==> src/rtl/cp0_pkg.sv <==
// Shared CP0 definitions: register indices, exception codes and SR/Cause field positions.
package cp0_pkg;

  localparam logic [4:0] REG_BADVADDR = 5'd8;
  localparam logic [4:0] REG_SR       = 5'd12;
  localparam logic [4:0] REG_CAUSE    = 5'd13;
  localparam logic [4:0] REG_EPC      = 5'd14;
  localparam logic [4:0] REG_PRID     = 5'd15;

  localparam logic [4:0] EXC_INT  = 5'd0;
  localparam logic [4:0] EXC_ADEL = 5'd4;
  localparam logic [4:0] EXC_ADES = 5'd5;
  localparam logic [4:0] EXC_RI   = 5'd10;
  localparam logic [4:0] EXC_OV   = 5'd12;

  localparam int SR_IE      = 0;
  localparam int SR_EXL     = 1;
  localparam int SR_IM_LO   = 10;
  localparam int CAUSE_EXC_LO = 2;
  localparam int CAUSE_IP_LO  = 10;
  localparam int CAUSE_BD     = 31;

  // EPC always holds a word address.
  function automatic logic [31:0] word_align(input logic [31:0] addr);
    return addr & 32'hFFFF_FFFC;
  endfunction

endpackage

==> src/rtl/cp0_req_arb.sv <==
// Combinational exception/interrupt arbitration for the M stage; interrupts win over exceptions.
module cp0_req_arb
  import cp0_pkg::*;
#(
  parameter int HWINT_W = 6
) (
  input  logic               reset,
  input  logic [HWINT_W-1:0] hw_int,
  input  logic [HWINT_W-1:0] im,
  input  logic               ie,
  input  logic               exl,
  input  logic [4:0]         exc_code_in,
  output logic               req,
  output logic [4:0]         exc_code
);

  logic int_req;
  logic exc_req;

  assign int_req  = (|(hw_int & im)) & ie & ~exl;
  assign exc_req  = (exc_code_in != EXC_INT) & ~exl;
  assign req      = (int_req | exc_req) & ~reset;
  assign exc_code = int_req ? EXC_INT : exc_code_in;

endmodule

==> src/rtl/cp0_exc_ctrl.sv <==
// CP0 exception/interrupt controller at the M stage: SR/Cause/EPC/PrID, mtc0/mfc0, eret target.
// Optional BadVAddr register (reg 8) and M_BadVAddr input when CP0_BADVADDR_EN is defined.
module cp0_exc_ctrl
  import cp0_pkg::*;
#(
  parameter logic [31:0] PRID    = 32'h2021_0707,
  parameter int          HWINT_W = 6
) (
  input  logic               clk,
  input  logic               reset,
  input  logic [31:0]        M_PC,
  input  logic [4:0]         M_ExcCode,
  input  logic               M_BD,
  input  logic [HWINT_W-1:0] HWInt,
  input  logic               CP0_We,
  input  logic [4:0]         CP0_Addr,
  input  logic [31:0]        CP0_WD,
  input  logic               M_Eret,
`ifdef CP0_BADVADDR_EN
  input  logic [31:0]        M_BadVAddr,
`endif
  output logic [31:0]        CP0_RD,
  output logic [31:0]        EPC_O,
  output logic               Req
);

  logic [HWINT_W-1:0] im;
  logic               exl;
  logic               ie;
  logic               bd;
  logic [HWINT_W-1:0] ip;
  logic [4:0]         exc_code;
  logic [31:0]        epc;
  logic [4:0]         arb_code;
  logic [31:0]        pc_sel;
  logic [31:0]        sr_val;
  logic [31:0]        cause_val;
`ifdef CP0_BADVADDR_EN
  logic [31:0]        badvaddr;
`endif

  cp0_req_arb #(
    .HWINT_W(HWINT_W)
  ) u_arb (
    .reset      (reset),
    .hw_int     (HWInt),
    .im         (im),
    .ie         (ie),
    .exl        (exl),
    .exc_code_in(M_ExcCode),
    .req        (Req),
    .exc_code   (arb_code)
  );

  // A delay-slot instruction restarts at its branch.
  assign pc_sel = M_BD ? (M_PC - 32'd4) : M_PC;

  always_ff @(posedge clk) begin
    if (reset) begin
      im       <= '0;
      exl      <= 1'b0;
      ie       <= 1'b0;
      bd       <= 1'b0;
      ip       <= '0;
      exc_code <= EXC_INT;
      epc      <= '0;
`ifdef CP0_BADVADDR_EN
      badvaddr <= '0;
`endif
    end else begin
      ip <= HWInt;
      if (Req) begin
        exl      <= 1'b1;
        bd       <= M_BD;
        exc_code <= arb_code;
        epc      <= word_align(pc_sel);
`ifdef CP0_BADVADDR_EN
        if (arb_code == EXC_ADEL || arb_code == EXC_ADES) begin
          badvaddr <= M_BadVAddr;
        end
`endif
      end else begin
        if (CP0_We) begin
          case (CP0_Addr)
            REG_SR: begin
              im  <= CP0_WD[SR_IM_LO +: HWINT_W];
              exl <= CP0_WD[SR_EXL];
              ie  <= CP0_WD[SR_IE];
            end
            REG_EPC: epc <= word_align(CP0_WD);
            default: ;
          endcase
        end
        // Placed after mtc0 so eret has the last word on EXL.
        if (M_Eret) begin
          exl <= 1'b0;
        end
      end
    end
  end

  always_comb begin
    sr_val                          = '0;
    sr_val[SR_IM_LO +: HWINT_W]     = im;
    sr_val[SR_EXL]                  = exl;
    sr_val[SR_IE]                   = ie;
    cause_val                       = '0;
    cause_val[CAUSE_BD]             = bd;
    cause_val[CAUSE_IP_LO +: HWINT_W] = ip;
    cause_val[CAUSE_EXC_LO +: 5]    = exc_code;
  end

  always_comb begin
    CP0_RD = '0;
    case (CP0_Addr)
      REG_SR:       CP0_RD = sr_val;
      REG_CAUSE:    CP0_RD = cause_val;
      REG_EPC:      CP0_RD = epc;
      REG_PRID:     CP0_RD = PRID;
`ifdef CP0_BADVADDR_EN
      REG_BADVADDR: CP0_RD = badvaddr;
`endif
      default:      CP0_RD = '0;
    endcase
  end

  assign EPC_O = epc;

endmodule

==> config.mk <==
export PLATFORM = sky130hd
export DESIGN_NAME = cp0_exc_ctrl
export DESIGN_NICKNAME = d
export VERILOG_FILES = /design/src/rtl/cp0_pkg.sv /design/src/rtl/cp0_req_arb.sv /design/src/rtl/cp0_exc_ctrl.sv
export SDC_FILE = /design/constraint.sdc
export NUM_CORES = 1
export LEC_CHECK = 0
export CORE_MARGIN = 4
export CORE_UTILIZATION = 43
export CTS_CLUSTER_DIAMETER = 30
export CTS_CLUSTER_SIZE = 14
export DETAILED_ROUTE_END_ITERATION = 12
export PLACE_DENSITY_LB_ADDON = 0.2
export RECOVER_POWER = 25
export SLEW_MARGIN = 20
export SYNTH_ARGS = -nofsm -noshare
export SYNTH_HDL_FRONTEND = slang
export SYNTH_SLANG_ARGS = --single-unit
==> constraint.sdc <==
create_clock -name clk -period 2.23 [get_ports clk]
set_input_delay 0.446 -clock clk [delete_from_list [all_inputs] [get_ports clk]]
set_output_delay 0.446 -clock clk [all_outputs]
set_load 0.1 [all_outputs]
==> results.sh, run 1 <==
export IMPL_ctsHoldBuffers=0
export IMPL_cp_slowest_cell="clkdlybuf4s50_1"
export IMPL_seqCellArea_um2=1003
export IMPL_fin_ws_ns=-0.02610
export IMPL_grt_pass1_vias=4555
export IMPL_wl_mm=15.25
export IMPL_start_util_pct=45.21
export IMPL_rr_startpoint="exl"
export IMPL_violations="negative setup slack"
export IMPL_gp_congestion=0.9077
export IMPL_crit_end="Req"
export IMPL_critPathLaunchType="input port"
export IMPL_multi_input_area_um2=2516
export IMPL_p_clk_share_pct=20.8
export IMPL_seqPwrFrac_pct=36.3
export IMPL_switching_share_pct=43.09
export IMPL_cp_startpoint="HWInt[1]"
export IMPL_antenna_diode_count=0
export IMPL_clk_latency_ns=0.31
export IMPL_outcome="finished, violations left"
export IMPL_yosysSeqAreaShare_pct=29.88
export IMPL_peakVddDrop_v=0.0002738
export IMPL_max_cap_violations=0
export IMPL_crit_type="input port to output pin"
export IMPL_syn2layout_area_growth_pct=86.10
export IMPL_finalNonFillerCells=725
export IMPL_synthCells=415
export IMPL_coreArea_um2=7408
export IMPL_drc_errors=0
export IMPL_vias=4530
export IMPL_r2r_slack_ns=0.22
export IMPL_tightest_slew_ns=0.7729
export IMPL_combPwrFrac_pct=42.9
export IMPL_cp_max_fo=2
export IMPL_dp_hpwl_mm=10.71
export IMPL_setup_viol=2
export IMPL_placed_area_um2=5933
export IMPL_hp_start="HWInt[3]"
export IMPL_ant_nets=0
export IMPL_powerDensity_nw_per_um2=452.6
export IMPL_cts_tree="yes"
export IMPL_cp_required_ns=1.78
export IMPL_core_rowCount=31
export IMPL_cp_slowest_stage_delay_ns=0.51
export IMPL_yosys_warnings=0
export IMPL_port_buffers=145
export IMPL_cp_end_kind="output pin"
export IMPL_synth_area_um2=3349
export IMPL_clockRootBuffer="clkbuf_8"
export IMPL_fillers=425
export IMPL_hold_viol=0
export IMPL_drtIter0Drc=366
export IMPL_synthMuxAreaShare_pct=3.885
export IMPL_track_usage_pct=30.28
export IMPL_synthXorXnorAreaFrac_pct=3.661
export IMPL_ctsLongestPathBuffers=2
export IMPL_power_mw=2.821
export IMPL_synthSimpleGateAreaFrac_pct=30.89
export IMPL_period_share_pct=101.2
export IMPL_ys_ff_latch=50
export IMPL_vias_per_cell=6.248
export IMPL_synth_edf_count=0
export IMPL_antenna_found_initial=0
export IMPL_syn_area_per_cell_um2=8.071
export IMPL_wire_per_inst_um=21.03
export IMPL_ff2ff_path_depth=6
export IMPL_crit_top_cell="nor2_4"
export IMPL_die_height_um=96.26
export IMPL_die_w_um=96.26
export IMPL_r2r_end="EPC_O[20]"
export IMPL_relSlewSlack_pct=48.47
export IMPL_synth_compound_area_share_pct=25.03
export IMPL_finClkSkew_ns=0.01036
export IMPL_htreeDepth=2
export IMPL_fin_area_um2=6233
export IMPL_hold_class="input port to flop"
export IMPL_synth_distinct_cells=52
export IMPL_grt_ovfl_total=0
export IMPL_leakage_nw=2.512
export IMPL_fp_dieArea_um2=9265
export IMPL_ys_flop_type="dfxtp_1"
export IMPL_cts_made_buffers=5
export IMPL_worstPathCellList="clkdlybuf4s50_1 > a22oi_2 > a311oi_4 > nor2_4 > nor2_4 > buf_12"
export IMPL_cts_sinks=50
export IMPL_dp_cells=704
export IMPL_grt_max_degree=32
export IMPL_synth_fa_ha_area_share_pct=0.3736
export IMPL_internal_power_mw=1.606
export IMPL_fin_nets=711
export IMPL_period_needed_ns=2.256
export IMPL_power_switching_mw=1.216
export IMPL_crit_arrival_ns=1.81
export IMPL_max_freq_ghz=0.4432
export IMPL_cts_clk_slew_worst_paths_ns=0.11
export IMPL_grt_pass1_wl_mm=22.09
export IMPL_synth_top_family_by_area="simple AND/OR/NAND/NOR gates"
export IMPL_io_pins=150
export IMPL_finalMaxSlewViolations=0
export IMPL_drive_above_1_share_pct=37.54
export IMPL_async_reset_ff_share_pct=0
export IMPL_dr_pass1_iters=5
-- placed cells by master, fill, tap and decap left out, types with 3 or more instances in the layout --
cell             synthesis  routed
nand2_1                 26      25
nor3_1                   4       4
o21ai_0                  5       5
o41ai_1                  5       5
a22oi_1                  8       4
or3_1                    8       8
a21oi_1                 16      11
nand3b_1                 3       3
inv_1                    7       6
dlygate4sd2_1            0       8
nand3_1                 16      16
nand4_1                  4       4
and3_4                   0       5
mux2i_1                 13      13
or4b_1                   3       3
xnor2_1                  7       7
a21oi_4                  0       3
nor2_4                   0      18
nor2b_1                  7       6
clkbuf_8                 0       5
buf_12                   0      39
xor2_1                   7       7
buf_6                    2       6
or4_1                   10       9
a211oi_1                14      14
dlymetal6s2s_1           0       5
nor2_1                  39      20
and3_2                   0       8
a311oi_2                 1       5
a2111oi_1                0       6
a311oi_1                15      10
and3_1                  42      29
clkdlybuf4s50_1          0      66
o31ai_1                  9       8
a2111oi_0               28      20
clkbuf_2                 0      21
a22oi_2                  0       4
dfxtp_1                 50      48
nor4_1                   5       5
buf_4                    3      90
-- power groups by stage --
stage / Clock (mW) / Combinational [mW] / Sequential (mW)
global placement: 0 / 1.15 / 1.04
floorplan: 0 / 0.345 / 1.39
CTS: 0.580 / 1.19 / 1.02
global route: 0.618 / 1.26 / 1.03
finish: 0.587 / 1.21 / 1.03
detailed placement: 0 / 1.17 / 1.04
-- kinds of logic after synthesis --
| kind of cell | Yosys count |
|---|---|
| adder cells (fa/ha/maj) | 1 |
| other | 1 |
| AO/OA/AOI/OAI | 109 |
| AND/OR/NAND/NOR | 180 |
| buffers and inverters | 47 |
| XOR/XNOR | 14 |
| flip-flops | 50 |
| multiplexers | 13 |
-- how the worst min path moves through the flow --
stage,endpoint,slack [ns],depth (start not counted)
final,ip[3],0.43,2
after global routing,ip[3],0.45,2
after CTS,exc_code[3],0.47,2
after detailed placement,exc_code[3],0.46,2
after global placement,exc_code[2],0.45,2
after floorplan,exc_code[1],0.44,2
-- state kept, by name, summed over array words and instances, names as in the netlist --
name and flops:
EPC_O 30, bd 1, exc_code 5, exl 1, ie 1, im 6
ip 6
-- cell type report --
| class | count | share of cell area (%) |
|---|---|---|
| Clock buffer | 5 | 1.104 |
| Clock inverter | 3 | 0.4617 |
| Inverter | 7 | 0.4215 |
| Multi-Input combinational cell | 320 | 40.37 |
| Sequential cell | 50 | 16.10 |
| Tap cell | 99 | 1.987 |
| Timing Repair Buffer | 241 | 39.56 |
-- what timing repair did --
action	CTS	global route
setup buffers	5	5
setup endpoints to repair	48	31
gates cloned	1	2
resized for setup	34	25
pin swaps	7	12
-- synthesized netlist by cell type, types with 2 or more instances --
master	number	area, um2
a2111oi_0	28	245.2
o31ai_1	9	67.56
or4b_1	3	30.03
a21oi_1	16	80.08
nor3_1	4	20.02
mux2i_1	13	130.1
dfxtp_1	50	1001
nor2_1	39	146.4
and3_1	42	262.8
buf_4	3	22.52
xnor2_1	7	61.31
nand3_1	16	80.08
o21ai_0	5	25.02
a211oi_1	14	105.1
or4_1	10	75.07
nand3b_1	3	22.52
nand2_1	26	97.59
buf_2	3	15.01
inv_1	7	26.28
nor2b_1	7	43.79
a22oi_1	8	60.06
o41ai_1	5	43.79
buf_6	2	22.52
nand4_1	4	25.02
nor4_1	5	31.28
xor2_1	7	61.31
or3_1	8	50.05
a311oi_1	15	131.4
clkbuf_1	31	116.4
and3b_1	3	26.28
-- critical path, delay by kind of cell --
| family | cells | cell delay (ns) |
|---|---|---|
| and+or+nand+nor | 2 | 0.22 |
| buffers and inverters | 2 | 0.69 |
| AOI/OAI and AO/OA | 2 | 0.44 |
-- layer usage --
layer	track usage, %	share of wire (%)
met4	16.47	4.5
met2	53.36	51
met3	3.987	7.9
met5	0	0
met1	35.16	36
-- stage by stage --
stage	hold slack (ns)	worst slack [ns]	setup TNS [ns]	utilization, %
finish	0.4335	-0.02610	-0.05148	84.14
floorplan	0.4433	-0.09025	-0.09572	-
global placement	0.4519	-0.3588	-13.49	80.09
global route	0.4514	-0.07132	-0.2206	84.14
CTS	0.4705	-0.001183	-0.002070	83.01
detailed placement	0.4575	-0.4051	-16.03	80.09
No activity file was read; power rests on OpenSTA's default activity.
==> run 2, diff against run 1 <==
--- a/config.mk
+++ b/config.mk
@@ -5,8 +5,8 @@
 export SDC_FILE = /design/constraint.sdc
 export NUM_CORES = 1
 export LEC_CHECK = 0
-export CORE_MARGIN = 4
-export CORE_UTILIZATION = 43
+export CORE_UTILIZATION = 44
+export CTS_BUF_LIST = sky130_fd_sc_hd__clkbuf_2 sky130_fd_sc_hd__clkbuf_4 sky130_fd_sc_hd__clkbuf_8
 export CTS_CLUSTER_DIAMETER = 30
 export CTS_CLUSTER_SIZE = 14
 export DETAILED_ROUTE_END_ITERATION = 12
==> run 2 against run 1 <==
The flow still finishes with violations (negative setup slack). Largest cell class is now non-clock buffers. Hold slack gained 0.0044 ns. Critical endpoint is now EPC_O[6]. Wire length grew 3.7%. Die area fell by 14%. Global-route usage rose by 8.2 points. Flip-flop and latch count unchanged.
==> results.sh, run 2 (synthesis results as in run 1) <==
export IMPL_seqCellArea_um2=1003
export IMPL_coreArea_um2=7292
export IMPL_grt_max_degree=32
export IMPL_cp_max_fo=11
export IMPL_relSlewSlack_pct=47.61
export IMPL_drtIter0Drc=483
export IMPL_dr_pass1_iters=6
export IMPL_critPathLaunchType="input port"
export IMPL_clockRootBuffer="clkbuf_8"
export IMPL_cts_sinks=50
export IMPL_finClkSkew_ns=0.009194
export IMPL_clk_latency_ns=0.31
export IMPL_outcome="finished, violations left"
export IMPL_drive_above_1_share_pct=37.76
export IMPL_die_w_um=89.25
export IMPL_cts_made_buffers=5
export IMPL_htreeDepth=2
export IMPL_fp_dieArea_um2=7966
export IMPL_hp_start="HWInt[5]"
export IMPL_power_mw=3.034
export IMPL_ctsLongestPathBuffers=2
export IMPL_grt_ovfl_total=0
export IMPL_peakVddDrop_v=0.0002587
export IMPL_mostFrequentLayoutCell="buf_4"
export IMPL_cp_end_kind="flop"
export IMPL_tightest_slew_ns=0.7859
export IMPL_leakage_nw=2.554
export IMPL_crit_arrival_ns=2.40
export IMPL_port_buffers=145
export IMPL_antenna_diode_count=0
export IMPL_wl_mm=15.82
export IMPL_grt_pass1_wl_mm=23.24
export IMPL_largest_register_ffs=30
export IMPL_die_height_um=89.25
export IMPL_vias=4665
export IMPL_hold_class="input port to flop"
export IMPL_max_cap_violations=0
export IMPL_gp_congestion=0.9737
export IMPL_r2r_slack_ns=0.17
export IMPL_drc_errors=0
export IMPL_hold_viol=0
export IMPL_mostFrequentLayoutCells="buf_4, clkdlybuf4s50_1, dfxtp_1"
export IMPL_rsz0062_at_grt="yes"
export IMPL_finalMaxSlewViolations=0
export IMPL_start_util_pct=45.93
export IMPL_fin_ws_ns=-0.02204
export IMPL_track_usage_pct=38.47
export IMPL_period_share_pct=101.0
export IMPL_max_freq_ghz=0.4440
export IMPL_ant_nets=0
export IMPL_dp_hpwl_mm=10.37
export IMPL_violations="negative setup slack"
export IMPL_cts_clk_slew_worst_paths_ns=0.10
export IMPL_fillers=383
export IMPL_cp_startpoint="M_ExcCode[1]"
export IMPL_cp_required_ns=2.38
export IMPL_crit_type="input port to flop"
export IMPL_cts_tree="yes"
export IMPL_vias_per_cell=6.443
export IMPL_period_needed_ns=2.252
export IMPL_fin_nets=710
export IMPL_io_pins=150
export IMPL_wire_per_inst_um=21.84
export IMPL_core_rowCount=31
export IMPL_finalSetupTns_ns=-0.03538
export IMPL_grt_pass1_vias=4562
export IMPL_powerDensity_nw_per_um2=483.0
export IMPL_holdWs_ns=0.4378
export IMPL_syn2layout_area_growth_pct=87.56
export IMPL_multi_input_area_um2=2486
export IMPL_setup_viol=3
export IMPL_antenna_found_initial=0
export IMPL_rr_startpoint="im[2]"
-- run 2: final timing paths --
| kind | depth (start not counted) | end |
|---|---|---|
| worst max-delay path | 7 | EPC_O[6] |
| worst max register to register | 6 | EPC_O[6] |
| worst min register to register | 2 | exc_code[0] |
| worst min-delay path | 2 | ip[5] |
-- run 2: worst max-delay path, cell delays in order --
cell	delay [ns]
clkdlybuf4s15_1	0.20
or4_4	0.50
o21a_4	0.23
buf_4	0.15
buf_4	0.17
a2111oi_1	0.55
a211oi_1	0.15
-- run 2: timing repair --
| action | in CTS | in global routing |
|---|---|---|
| pin swaps | 9 | 10 |
| cloned | 1 | 0 |
| buffers inserted | 6 | 4 |
| setup endpoints to repair | 54 | 48 |
| hold buffers | 0 | 0 |
| gates resized for setup | 37 | 19 |
-- run 2: stage by stage --
stage	area [um2]	util (%)	setup slack (ns)	std cells
floorplan	3577	-	-0.09025	416
global placement	5936	81.40	-0.3075	706
detailed placement	5936	81.40	-0.4014	706
CTS	6262	85.88	-0.03522	720
global route	6282	86.15	-0.09186	724
finish	6282	86.15	-0.02204	724
-- run 2: report_power, final --
part	leakage, nW	internal [mW]	switching (mW)
clock network	0.0683	0.450	0.326
logic	2.07	0.415	0.814
registers	0.415	0.961	0.0689
total	2.55	1.83	1.21
-- run 2: layer usage --
metal / GRT usage [%] / share of wire [%] / vias up
met5: 0 / 0 / -
met4: 23.09 / 6.1 / 0
met3: 8.864 / 8.9 / 95
met2: 65.09 / 48 / 364
met1: 44.28 / 37 / 2163
li1: - / - / 2043
-- run 2: area by class of cell --
class / count / area share, %
Multi-Input combinational cell: 319 / 39.57
Inverter: 7 / 0.4182
Timing Repair Buffer: 241 / 39.87
Sequential cell: 50 / 15.97
Clock buffer: 5 / 1.095
Clock inverter: 3 / 1.095
Tap cell: 99 / 1.972
